<file path="src/rtl/loop_fault_pkg.sv">
`default_nettype none
// ============================================================================
// Module      : loop_fault_pkg
// Description : Shared channel-state type and channel count for the loop
//               fault qualifier.
// Revision    : 1.0 - initial release
// ============================================================================
package loop_fault_pkg;

    localparam int LOOP_FAULT_NCH = 4;

    typedef enum logic [1:0] {
        IDLE = 2'd0,
        QUAL = 2'd1,
        TRIP = 2'd2
    } chan_state_e;

endpackage
`default_nettype wire

</file>
<file path="src/rtl/loop_fault_chan.sv">
`default_nettype none
// ============================================================================
// Module      : loop_fault_chan
// Description : One fault channel: 2-flop synchronizer, IDLE/QUAL/TRIP
//               debounce FSM and counter. LOOP_FAULT_STICKY_EN makes TRIP sticky.
// Revision    : 1.0 - initial release
// ============================================================================
module loop_fault_chan
    import loop_fault_pkg::*;
#(
    parameter int DB_CYCLES = 8,
    parameter int CNT_W     = 8
) (
    input  logic clk,
    input  logic rst,
    input  logic raw,
    input  logic mask,
    input  logic clr,
    output logic flag
);

    localparam logic [CNT_W-1:0] c_DB_LAST     = CNT_W'(DB_CYCLES - 1);
    localparam bit               c_DIRECT_TRIP = (DB_CYCLES == 1);

    logic             r_s1;
    logic             r_s2;
    chan_state_e      r_state;
    logic [CNT_W-1:0] r_cnt;
    logic             r_flag;

    always_ff @(posedge clk) begin
        if (rst) begin
            r_s1    <= 1'b0;
            r_s2    <= 1'b0;
            r_state <= IDLE;
            r_cnt   <= '0;
            r_flag  <= 1'b0;
        end else begin
            r_s1 <= raw;
            r_s2 <= r_s1;
            if (mask) begin
                r_state <= IDLE;
                r_cnt   <= '0;
                r_flag  <= 1'b0;
            end else begin
                case (r_state)
                    IDLE: begin
                        if (r_s2) begin
                            if (c_DIRECT_TRIP) begin
                                r_state <= TRIP;
                                r_cnt   <= '0;
                                r_flag  <= 1'b1;
                            end else begin
                                r_state <= QUAL;
                                r_cnt   <= CNT_W'(1);
                            end
                        end
                    end
                    QUAL: begin
                        if (!r_s2) begin
                            r_state <= IDLE;
                            r_cnt   <= '0;
                        end else if (r_cnt == c_DB_LAST) begin
                            // Counter enters TRIP at zero, ready to time the release
                            r_state <= TRIP;
                            r_cnt   <= '0;
                            r_flag  <= 1'b1;
                        end else begin
                            r_cnt <= r_cnt + CNT_W'(1);
                        end
                    end
                    TRIP: begin
                        if (clr && !r_s2) begin
                            r_state <= IDLE;
                            r_cnt   <= '0;
                            r_flag  <= 1'b0;
                        end
`ifdef LOOP_FAULT_STICKY_EN
                        else begin
                            r_flag <= 1'b1;
                        end
`else
                        else if (r_s2) begin
                            r_cnt <= '0;
                        end else if (r_cnt == c_DB_LAST) begin
                            r_state <= IDLE;
                            r_cnt   <= '0;
                            r_flag  <= 1'b0;
                        end else begin
                            r_cnt <= r_cnt + CNT_W'(1);
                        end
`endif
                    end
                    default: begin
                        r_state <= IDLE;
                        r_cnt   <= '0;
                        r_flag  <= 1'b0;
                    end
                endcase
            end
        end
    end

    assign flag = r_flag;

endmodule
`default_nettype wire

</file>
<file path="src/rtl/loop_fault_debounce.sv">
`default_nettype none
// ============================================================================
// Module      : loop_fault_debounce
// Description : Four-channel fault qualifier feeding nor4 i0..i3; adds the
//               flt_any and clr_ack registers. Option: LOOP_FAULT_STICKY_EN.
// Revision    : 1.0 - initial release
// ============================================================================
module loop_fault_debounce
    import loop_fault_pkg::*;
#(
    parameter int DB_CYCLES = 8,
    parameter int CNT_W     = 8
) (
    input  logic                      clk,
    input  logic                      rst,
    input  logic                      CELV,
    input  logic                      CELG,
    input  logic                      SUB,
    input  logic [LOOP_FAULT_NCH-1:0] flt_raw,
    input  logic [LOOP_FAULT_NCH-1:0] mask,
    input  logic                      clr,
    output logic                      f0,
    output logic                      f1,
    output logic                      f2,
    output logic                      f3,
    output logic                      flt_any,
    output logic                      clr_ack
);

    logic [LOOP_FAULT_NCH-1:0] w_flag;
    logic                      r_flt_any;
    logic                      r_clr_ack;
    logic                      w_unused_supply;

    // Supply pins only exist for the netlist; they carry no logic function
    assign w_unused_supply = &{CELV, CELG, SUB};

    generate
        for (genvar n = 0; n < LOOP_FAULT_NCH; n++) begin : g_chan
            loop_fault_chan #(
                .DB_CYCLES (DB_CYCLES),
                .CNT_W     (CNT_W)
            ) u_chan (
                .clk  (clk),
                .rst  (rst),
                .raw  (flt_raw[n]),
                .mask (mask[n]),
                .clr  (clr),
                .flag (w_flag[n])
            );
        end
    endgenerate

    always_ff @(posedge clk) begin
        if (rst) begin
            r_flt_any <= 1'b0;
            r_clr_ack <= 1'b0;
        end else begin
            r_flt_any <= |w_flag;
            r_clr_ack <= clr;
        end
    end

    assign f0      = w_flag[0];
    assign f1      = w_flag[1];
    assign f2      = w_flag[2];
    assign f3      = w_flag[3];
    assign flt_any = r_flt_any;
    assign clr_ack = r_clr_ack;

endmodule
`default_nettype wire
</file>
<file path="config.mk">
export PLATFORM = sky130hd
export DESIGN_NAME = loop_fault_debounce
export DESIGN_NICKNAME = d
export VERILOG_FILES = /design/src/rtl/loop_fault_pkg.sv /design/src/rtl/loop_fault_chan.sv /design/src/rtl/loop_fault_debounce.sv
export SDC_FILE = /design/constraint.sdc
export NUM_CORES = 1
export LEC_CHECK = 0
export BUFFER_PORTS_ARGS = -buffer_cell sky130_fd_sc_hd__buf_2
export CAP_MARGIN = 25
export CORE_ASPECT_RATIO = 0.9
export CORE_MARGIN = 4
export CORE_UTILIZATION = 53
export DETAILED_ROUTE_END_ITERATION = 7
export PLACE_DENSITY = 0.74
export SLEW_MARGIN = 5
export SYNTH_ARGS = -nofsm -noshare
export SYNTH_HDL_FRONTEND = slang
export SYNTH_SLANG_ARGS = --single-unit
export TNS_END_PERCENT = 50
</file>
<file path="constraint.sdc">
create_clock -name clk -period 1.55 [get_ports clk]
set_clock_uncertainty 0.05 [all_clocks]
set_input_delay 0.2325 -clock clk [delete_from_list [all_inputs] [get_ports clk]]
set_output_delay 0.2325 -clock clk [all_outputs]
set_load 0.02 [all_outputs]
</file>
==> impl_metrics.env, run 1 <==
export IMPL_synth_top_family_by_area="simple AND/OR/NAND/NOR gates"
export IMPL_setup_violations=27
export IMPL_core_area_mm2=0.00460
export IMPL_syn_inst=320
export IMPL_dieArea_mm2=0.00613
export IMPL_grt_ovfl_total=0
export IMPL_routed_wl_um=5990
export IMPL_numCtsBuffers=5
export IMPL_worst_slew_pin_slew_ps=362
export IMPL_status="finished, violations left"
export IMPL_met2_length_um=2820
export IMPL_gp_congestion=0.862
export IMPL_seq_area_mm2=0.00109
export IMPL_grt_total_usage_pct=21.2
export IMPL_pin_count=20
export IMPL_rsz0062_at_grt="true"
export IMPL_grt_start_max_net_pins=17
export IMPL_cts_sinks=54
export IMPL_clock_path_buffers=2
export IMPL_cts_htree_levels=2
export IMPL_fillers=384
export IMPL_hold_buffers=0
export IMPL_cts_root_buf="clkbuf_8"
export IMPL_antenna_cells=0
export IMPL_top_layer="met4"
export IMPL_synthesis_nets=338
export IMPL_hold_viol_final=0
export IMPL_rows=23
export IMPL_p_per_area_mw_per_mm2=721
export IMPL_num_vias=2481
export IMPL_die_w_um=82.1
export IMPL_start_util_pct=56.8
export IMPL_area_delta_synth_final_pct=24.8
export IMPL_wl_per_cell_um=13.7
export IMPL_fmax_ghz=0.590
export IMPL_portBuffers=16
export IMPL_post_route_min_period_ps=1700
export IMPL_first_pass_iters=4
export IMPL_grt_pass1_wl_um=10300
export IMPL_dr_first_iter_drc_count=103
export IMPL_worstPathArrival_ps=1840
export IMPL_wl_met3_um=276
export IMPL_holdCritPathClass="input pin to register"
export IMPL_fin_nets=392
export IMPL_synth_cell_area_mm2=0.00262
export IMPL_synth_simple_area_share_pct=31.9
export IMPL_violations="setup timing"
export IMPL_fin_crit_sh_pct=109
export IMPL_dp_hpwl_um=4200
export IMPL_layout_cells_non_filler=436
export IMPL_max_slew_margin_pct=75.7
export IMPL_yosysTopAreaCellShare_pct=41.3
export IMPL_hold_slack_ps=82.8
export IMPL_die_h_um=74.7
export IMPL_start_kind="register"
export IMPL_setup_ws_ps=-145
export IMPL_cp_end_kind="register"
export IMPL_synth_compound_area_share_pct=17.7
export IMPL_peakVddDrop_v=0.000575
export IMPL_via_per_inst=5.69
export IMPL_met1_length_um=2860
export IMPL_cts_tree="built"
export IMPL_dp_cells=428
export IMPL_path_clk_slew_ps=100
export IMPL_drc=0
export IMPL_multiInputGateArea_mm2=0.00158
export IMPL_grt_pass1_vias=2380
export IMPL_stdcell_area_mm2=0.00326
export IMPL_ys_seq_area_share_pct=41.3
export IMPL_path_max_fanout=5
export IMPL_synth_warnings=0
export IMPL_clkLatencyLatePin_ps=310
export IMPL_yosysUniqueCellTypes=45
export IMPL_synthTopCellsByArea="dfxtp_1, nand2_1, a21oi_1, nor3_1, xnor2_1"
export IMPL_maxCapViolations=0
export IMPL_ant_nets=0
export IMPL_synthMuxAreaShare_pct=0
export IMPL_synth_area_per_cell_um2=8.18
export IMPL_finalSetupTns_ps=-1930
export IMPL_drive_gt1_share_pct=25.9
export IMPL_critPathKind="register to register"
export IMPL_synth_area_leader_cell="dfxtp_1"
export IMPL_synth_fa_ha_area_share_pct=1.91
export IMPL_placed_area_mm2=0.00308
export IMPL_synth_xor_area_share_pct=4.02
export IMPL_finalMaxSlewViolations=0
export IMPL_crit_required_ps=1690
export IMPL_ys_seq_elements=54
export IMPL_leakagePower_nw=1.16
export IMPL_antenna_found_initial=0
-- through the flow --
step / setup WS (ps) / total power (W) / utilization, %
5_1_grt: -193 / 0.00244 / 70.9
3_5_place_dp: -239 / 0.00159 / 66.9
3_3_place_gp: -214 / 0.00158 / 66.9
6_report: -145 / 0.00235 / 70.9
4_1_cts: -175 / 0.00237 / 69.9
2_1_floorplan: -160 / 0.00152 / -
-- layout make-up --
type / instances / area share, %
Timing Repair Buffer: 61 / 12.8
Inverter: 4 / 0.460
Clock buffer: 5 / 2.11
Clock inverter: 2 / 0.460
Multi-Input combinational cell: 248 / 48.5
Sequential cell: 54 / 33.3
Tap cell: 62 / 2.38
-- Yosys cell counts (all sizes together) --
cell type,n
and3,2
a2bb2oi,1
clkbuf,8
dfxtp,54
or3,5
buf,6
a41oi,2
o31ai,8
nor2b,13
a211oi,5
nor2,21
a2111oi,1
or4b,1
o311a,1
nand4,8
or4,3
o32ai,1
nor4b,1
nand4b,1
o22ai,2
a21boi,1
nand3b,6
a21oi,25
o211ai,4
o21ai,13
ha,4
a31oi,2
nor3,24
nand2b,5
or2,4
nor4,4
xnor2,12
and2,1
and4b,1
inv,4
a32oi,2
nor3b,4
nand2,37
o21a,4
nand3,19
-- cells by family (layout without fill, tap and decap cells) --
kind of cell | count (synthesis) | count (layout)
xor+xnor | 12 | 12
flops | 54 | 54
simple gates | 160 | 160
buf+inv | 18 | 72
fa+ha+maj | 4 | 4
compound gates | 72 | 72
-- repair_timing --
action | in CTS | in global routing
endpoints found under the hold margin | 0 | 0
resized for setup | 10 | 9
buffers inserted | 1 | 0
pin swaps | 15 | 6
setup endpoints to repair | 27 | 33
-- path summary, 6_finish.rpt --
check,start,end,slack (ps),cells past startpoint
setup / recovery,g_chan[3].u_chan.r_cnt[5],g_chan[3].u_chan.r_state[1],-150,4
hold / removal,flt_raw[1],g_chan[1].u_chan.r_s1,80,2
setup reg to reg,g_chan[3].u_chan.r_cnt[5],g_chan[3].u_chan.r_state[1],-150,4
hold reg to reg,g_chan[2].u_chan.r_s1,g_chan[2].u_chan.r_s2,400,1
-- where the power goes --
group	switching [W]	internal, W
sequential	0.0000140	0.00140
combinational	0.0000833	0.0000644
clock	0.000480	0.000310
-- worst max-delay path: stages (launching register included) --
cell and delay [ps]:
dfxtp_2 340, or4_4 530, or3_4 400, a2bb2oi_4 170, o32ai_2 90
-- per-layer routing --
| layer | up-vias | track usage [%] |
|---|---|---|
| li1 | 1267 | - |
| met1 | 1157 | 28.0 |
| met2 | 53 | 36.2 |
| met3 | 4 | 3.23 |
| met4 | 0 | 5.90 |
| met5 | - | 0 |
-- registers in the layout, summed over array words and instances, names as in the netlist --
register,count
g_chan.u_chan.r_s1,4
flt_any,1
g_chan.u_chan.r_cnt,32
g_chan.u_chan.flag,4
g_chan.u_chan.r_state,8
g_chan.u_chan.r_s2,4
clr_ack,1
-- placed cells by master (no fill, tap or decap), types with 5 or more instances in the layout --
cell type / n
a211oi_1: 5
a21oi_1: 21
buf_2: 16
buf_4: 45
clkbuf_8: 5
dfxtp_1: 50
nand2_1: 37
nand2b_1: 5
nand3_1: 16
nand3b_1: 6
nand4_1: 8
nor2_1: 21
nor2b_1: 13
nor3_1: 23
o21ai_0: 10
o31ai_1: 6
xnor2_1: 12
No activity file was read; power rests on OpenSTA's default activity.
==> run 2: changes to the inputs <==
--- a/config.mk
+++ b/config.mk
@@ -9,11 +9,12 @@
 export CAP_MARGIN = 25
 export CORE_ASPECT_RATIO = 0.9
 export CORE_MARGIN = 4
-export CORE_UTILIZATION = 53
+export CORE_UTILIZATION = 54
 export DETAILED_ROUTE_END_ITERATION = 7
-export PLACE_DENSITY = 0.74
+export PLACE_DENSITY = 0.75
 export SLEW_MARGIN = 5
 export SYNTH_ARGS = -nofsm -noshare
 export SYNTH_HDL_FRONTEND = slang
+export SYNTH_HIERARCHICAL = 1
 export SYNTH_SLANG_ARGS = --single-unit
 export TNS_END_PERCENT = 50
==> run 2 against run 1 <==
Net effect: cell count rose by 3.4%; critical path depth rose by 1; routed wire length rose by 18%; sequential share of layout area fell by 2.6 points; global-route usage fell by 0.17 points; clock power rose by 22%; die area rose by 5.3%; sequential power barely moved; maximum frequency rose by 3.1%; non-clock buffer count rose by 6; the run still ends with setup timing left; first-iteration DRC count rose by 48%; register-to-register slack improved by 50 ps.
==> impl_metrics.env, run 2 <==
export IMPL_wl_per_cell_um=15.7
export IMPL_post_route_min_period_ps=1640
export IMPL_slowest_delay_ps=440
export IMPL_ant_nets=0
export IMPL_synthFlopType="dfxtp_1"
export IMPL_numCtsBuffers=5
export IMPL_grt_pass1_wl_um=11300
export IMPL_cp_end_kind="register"
export IMPL_portBuffers=16
export IMPL_grt_start_max_net_pins=18
export IMPL_power_share_clock_pct=37.8
export IMPL_final_cell_mix="buf_4, dfxtp_1, nand2_1, nor3_1, nor2_1"
export IMPL_finalMaxSlewViolations=0
export IMPL_syn_inst=326
export IMPL_setup_ws_ps=-94.6
export IMPL_via_per_inst=6.04
export IMPL_cts_tree="built"
export IMPL_final_util_pct=72.4
export IMPL_yosysTopAreaCellShare_pct=38.3
export IMPL_synthTopCellsByArea="dfxtp_1, nor3_1, xnor2_1, nand3_1, nand2_1"
export IMPL_seq_power_share_pct=55.5
export IMPL_ys_seq_elements=54
export IMPL_rsz0062_at_grt="true"
export IMPL_drive_gt1_share_pct=34.2
export IMPL_cts_htree_levels=2
export IMPL_cts_sinks=54
export IMPL_worst_slew_pin_slew_ps=506
export IMPL_path_max_fanout=2
export IMPL_synth_area_per_cell_um2=8.66
export IMPL_crit_slowest_cell="or4_4"
export IMPL_ys_seq_area_share_pct=38.3
export IMPL_cts_root_buf="clkbuf_8"
export IMPL_top_regs="g_chan.u_chan/r_cnt x32, g_chan.u_chan/r_state x8"
export IMPL_start_util_pct=57.0
export IMPL_fmax_ghz=0.608
export IMPL_hold_buffers=0
export IMPL_clkLatencyLatePin_ps=310
export IMPL_peakVddDrop_v=0.000627
export IMPL_start_kind="register"
export IMPL_dp_hpwl_um=4900
export IMPL_path_delay_family="simple AND/OR/NAND/NOR gates"
export IMPL_worstSetupStartpoint="g_chan[0].u_chan/r_cnt[1]"
export IMPL_power_internal_w=0.00195
export IMPL_dr_first_iter_drc_count=152
export IMPL_crit_path_cell_trace="ha_4 -> nand4bb_1 -> or4_4 -> or3_4 -> a21oi_2"
export IMPL_num_vias=2726
export IMPL_dp_slack_ps=-90.8
export IMPL_synth_warnings=6
export IMPL_routed_wl_um=7090
export IMPL_dieArea_mm2=0.00645
export IMPL_synth_commonest_cells="dfxtp_1, nor3_1, nand2_1"
export IMPL_synth_most_common_cell="dfxtp_1"
export IMPL_maxCapViolations=0
export IMPL_synth_cell_area_mm2=0.00282
export IMPL_timing_rr_start="g_chan[0].u_chan/r_cnt[1]"
export IMPL_area_delta_synth_final_pct=27.0
export IMPL_min_from="flt_raw[0]"
export IMPL_fillers=388
export IMPL_synthesis_nets=347
export IMPL_p_per_area_mw_per_mm2=711
export IMPL_core_area_mm2=0.00495
export IMPL_gp_congestion=0.881
export IMPL_die_w_um=84.2
export IMPL_synth_edff_count=0
export IMPL_synth_area_leader_cell="dfxtp_1"
export IMPL_holdCritPathClass="input pin to register"
export IMPL_largest_reg_flops=32
export IMPL_pin_count=20
export IMPL_violations="setup timing"
export IMPL_pwr_share_comb_pct=6.7
export IMPL_yosysUniqueCellTypes=44
export IMPL_drc=0
export IMPL_leakagePower_nw=1.33
export IMPL_max_slew_margin_pct=66.1
export IMPL_antenna_found_initial=0
export IMPL_async_flop_share_pct=0
export IMPL_grt_pass1_vias=2497
export IMPL_grt_ovfl_total=0
export IMPL_critical_path_buf_inv_count=0
export IMPL_grt_total_usage_pct=21.1
export IMPL_crit_required_ps=1760
export IMPL_fin_crit_sh_pct=106
export IMPL_worstPathArrival_ps=1850
export IMPL_antenna_cells=0
export IMPL_critPathKind="register to register"
export IMPL_rows=24
export IMPL_hold_viol_final=0
export IMPL_final_common_cell="buf_4"
export IMPL_fin_nets=406
export IMPL_clock_path_buffers=2
export IMPL_top_register="g_chan.u_chan/r_cnt"
export IMPL_switching_share_pct=23.3
export IMPL_path_clk_slew_ps=100
export IMPL_first_pass_iters=5
export IMPL_power_switching_w=0.000595
export IMPL_status="finished, violations left"
export IMPL_die_h_um=76.6
export IMPL_setup_violations=14
[run 2: worst paths after layout]
check                                end  slack (ps)  cells after the start
max reg2reg  g_chan[0].u_chan/r_state[1]         -90                      5
min reg2reg        g_chan[2].u_chan/r_s2         390                      1
min                g_chan[0].u_chan/r_s1          80                      2
max          g_chan[0].u_chan/r_state[1]         -90                      5
[run 2: cells by family (layout without fill, tap and decap cells)]
| kind of cell | Yosys count | in the layout | synth area share, % |
|---|---|---|---|
| adder cells (fa/ha/maj) | 7 | 7 | 3.10 |
| AND/OR/NAND/NOR | 157 | 157 | 32.0 |
| flip-flops | 54 | 54 | 38.3 |
| XOR/XNOR | 19 | 19 | 5.89 |
| buffers and inverters | 24 | 84 | 3.54 |
| AO/OA/AOI/OAI | 64 | 64 | 16.4 |
| multiplexers | 1 | 1 | 0.797 |
[run 2: per-stage QoR]
stage          power [W]  setup TNS (ps)  instance area, um2  cells  hold WS [ps]
2_1_floorplan    0.00154            -230                2860    326           254
3_3_place_gp     0.00160            -296                3330    442           370
3_5_place_dp     0.00160            -698                3330    442           370
4_1_cts          0.00256            -348                3480    450          74.8
5_1_grt          0.00264           -1690                3590    451          84.9
6_report         0.00255            -435                3590    451          80.3
[run 2: layout make-up]
cell class              count  area [um2]  area share, %
clock inverters             3        43.8           1.22
repair buffers             67         463           12.9
multi-input cells         248        1800           50.1
inverters                   9        33.8          0.942
flip-flops and latches     54        1100           30.6
well taps                  65        81.3           2.27
clock buffers               5        68.8           1.92
[run 2: power by group through the flow]
stage	Clock (W)	Sequential [W]	Combinational [W]
2_1_floorplan	0	0.00144	0.0000960
3_3_place_gp	0	0.00144	0.000155
3_5_place_dp	0	0.00144	0.000160
4_1_cts	0.000987	0.00141	0.000165
5_1_grt	0.00104	0.00142	0.000185
6_report	0.000965	0.00141	0.000171
[run 2: repair_timing]
action | in CTS | in global routing
setup buffers | 0 | 1
pin swaps | 0 | 6
gates cloned | 0 | 0
gates resized for setup | 9 | 20
endpoints found under the setup margin | 21 | 29
[run 2: routing by layer]
layer	wire, um	global-route usage [%]	up-vias	share of wire [%]
met5	0	0	-	0
met4	81	5.63	0	1.1
met3	395	3.78	12	5.6
met2	3560	36.0	105	50
met1	3050	27.1	1293	43
li1	-	-	1316	-
==> run 3: changes to the inputs <==
--- a/config.mk
+++ b/config.mk
@@ -9,12 +9,12 @@
 export CAP_MARGIN = 25
 export CORE_ASPECT_RATIO = 0.9
 export CORE_MARGIN = 4
-export CORE_UTILIZATION = 54
+export CORE_UTILIZATION = 55
+export CTS_CLUSTER_DIAMETER = 30
 export DETAILED_ROUTE_END_ITERATION = 7
-export PLACE_DENSITY = 0.75
+export PLACE_DENSITY = 0.74
 export SLEW_MARGIN = 5
 export SYNTH_ARGS = -nofsm -noshare
 export SYNTH_HDL_FRONTEND = slang
-export SYNTH_HIERARCHICAL = 1
 export SYNTH_SLANG_ARGS = --single-unit
 export TNS_END_PERCENT = 50
==> constraint.sdc (replaced) <==
create_clock -name clk -period 1.87 [get_ports clk]
set_clock_uncertainty 0.05 [all_clocks]
set_input_delay 0.2805 -clock clk [delete_from_list [all_inputs] [get_ports clk]]
set_output_delay 0.2805 -clock clk [all_outputs]
set_load 0.02 [all_outputs]
==> run 3 against run 2 <==
Net effect: the flow now finishes without violations; total power shrank 21%; largest power group unchanged; cell count shrank 9.3%; largest cell class unchanged; routed wire length shrank 26%; die area shrank 8.2%; via count shrank 15%; sequential power shrank 17%; flip-flop and latch count is the same; core utilization shrank 6.7 points; count of clock-buffer cells in the layout grew 3.
==> impl_metrics.env, run 3 (synthesized netlist as in run 1, its figures left out) <==
export IMPL_status="finished clean"
export IMPL_final_cell_mix="dfxtp_1, nand2_1, a21oi_1, nor3_1, nor2_1"
export IMPL_largest_reg_flops=32
export IMPL_cp_end_kind="register"
export IMPL_drive_gt1_share_pct=15.0
export IMPL_drc=0
export IMPL_postCtsSetupBuffers=0
export IMPL_path_max_fanout=4
export IMPL_rsz0062_at_grt="false"
export IMPL_peakVddDrop_v=0.000463
export IMPL_first_pass_iters=4
export IMPL_dr_first_iter_drc_count=107
export IMPL_max_slew_margin_pct=63.2
export IMPL_fmax_ghz=0.556
export IMPL_area_delta_synth_final_pct=13.5
export IMPL_grt_start_max_net_pins=16
export IMPL_antenna_found_initial=0
export IMPL_grt_ovfl_total=0
export IMPL_cts_root_buf="clkbuf_8"
export IMPL_fin_crit_sh_pct=96.2
export IMPL_finalSetupTns_ps=0
export IMPL_top_register="g_chan.u_chan.r_cnt"
export IMPL_rows=23
export IMPL_holdCritPathClass="input pin to register"
export IMPL_fin_nets=364
export IMPL_via_per_inst=5.66
export IMPL_post_route_min_period_ps=1800
export IMPL_dp_hpwl_um=3780
export IMPL_grt_total_usage_pct=20.5
export IMPL_start_kind="register"
export IMPL_ant_nets=0
export IMPL_num_vias=2316
export IMPL_switching_share_pct=21.9
export IMPL_cts_tree="built"
export IMPL_pin_count=20
export IMPL_path_clk_slew_ps=90
export IMPL_critPathKind="register to register"
export IMPL_setup_violations=0
export IMPL_placed_area_mm2=0.00284
export IMPL_dp_cells=401
export IMPL_final_common_cell="dfxtp_1"
export IMPL_grt_pass1_wl_um=9650
export IMPL_clock_path_buffers=2
export IMPL_worstPathArrival_ps=1940
export IMPL_power_internal_w=0.00158
export IMPL_multiInputGateArea_mm2=0.00148
export IMPL_gp_congestion=0.816
export IMPL_reg2reg_slack_ps=70
export IMPL_die_w_um=80.7
export IMPL_clkLatencyLatePin_ps=300
export IMPL_power_share_clock_pct=36.9
export IMPL_worst_slew_pin_slew_ps=547
export IMPL_stdcell_area_mm2=0.00297
export IMPL_grt_pass1_vias=2180
export IMPL_antenna_cells=0
export IMPL_fillers=399
export IMPL_numCtsBuffers=5
export IMPL_routed_wl_um=5270
export IMPL_cts_htree_levels=2
export IMPL_seq_area_mm2=0.00108
export IMPL_crit_required_ps=2010
export IMPL_core_area_mm2=0.00452
export IMPL_die_h_um=73.4
export IMPL_p_per_area_mw_per_mm2=679
export IMPL_pwr_share_comb_pct=4.9
export IMPL_seq_power_share_pct=58.2
export IMPL_power_switching_w=0.000441
export IMPL_dieArea_mm2=0.00593
export IMPL_start_util_pct=57.9
export IMPL_cts_sinks=54
export IMPL_top_regs="g_chan.u_chan.r_cnt x32, g_chan.u_chan.r_state x8"
export IMPL_hold_viol_final=0
export IMPL_layout_cells_non_filler=409
export IMPL_portBuffers=16
export IMPL_wl_per_cell_um=12.9
export IMPL_leakagePower_nw=1.03
export IMPL_maxCapViolations=0
export IMPL_finalMaxSlewViolations=0
==> run 3: power groups by stage <==
stage,Clock (W),Combinational [W],Sequential [W]
6_report,0.000745,0.0000979,0.00117
3_5_place_dp,0,0.0000973,0.00120
2_1_floorplan,0,0.0000621,0.00120
4_1_cts,0.000772,0.0000974,0.00117
5_1_grt,0.000810,0.000113,0.00118
3_3_place_gp,0,0.0000957,0.00120
==> run 3: through the flow <==
stage	utilization, %	worst slack (ps)	hold slack, ps	power [W]
after floorplan	-	155	359	0.00126
after global placement	62.8	93.5	366	0.00130
after detailed placement	62.8	90.4	375	0.00130
after CTS	65.2	70.2	134	0.00204
after global routing	65.7	3.80	143	0.00210
final	65.7	70.9	143	0.00202
==> run 3: timing repair <==
item                       4_1_cts  5_1_grt
resized for setup                0        4
hold buffers                     0        0
setup endpoints to repair        0       11
==> run 3: cell type report <==
type                            count  share of cell area [%]
Sequential cell                    54                    36.4
Multi-Input combinational cell    248                    49.8
Clock buffer                        8                    3.71
Timing Repair Buffer               33                    6.99
Tap cell                           62                    2.61
Inverter                            4                   0.505
==> run 3: path summary, 6_finish.rpt <==
| path | start | end | cells after the start |
|---|---|---|---|
| max | g_chan[3].u_chan.r_cnt[5] | g_chan[3].u_chan.r_cnt[0] | 5 |
| min | flt_raw[0] | g_chan[0].u_chan.r_s1 | 2 |
| max reg2reg | g_chan[3].u_chan.r_cnt[5] | g_chan[3].u_chan.r_cnt[0] | 5 |
| min reg2reg | g_chan[0].u_chan.r_s1 | g_chan[0].u_chan.r_s2 | 1 |
==> run 3: routing by layer <==
| layer | vias to the layer above | track usage, % | wire length, um |
|---|---|---|---|
| li1 | 1215 | - | - |
| met1 | 1056 | 28.1 | 2680 |
| met2 | 43 | 32.6 | 2360 |
| met3 | 2 | 3.92 | 205 |
| met4 | 0 | 6.38 | 29 |
| met5 | - | 0 | 0 |
==> run 3: worst max-delay path, cell delays in order (launching register included) <==
cell     delay (ps)
dfxtp_1         350
or4_1           540
or3_1           440
buf_4           190
nand3_1          60
a21oi_1          70
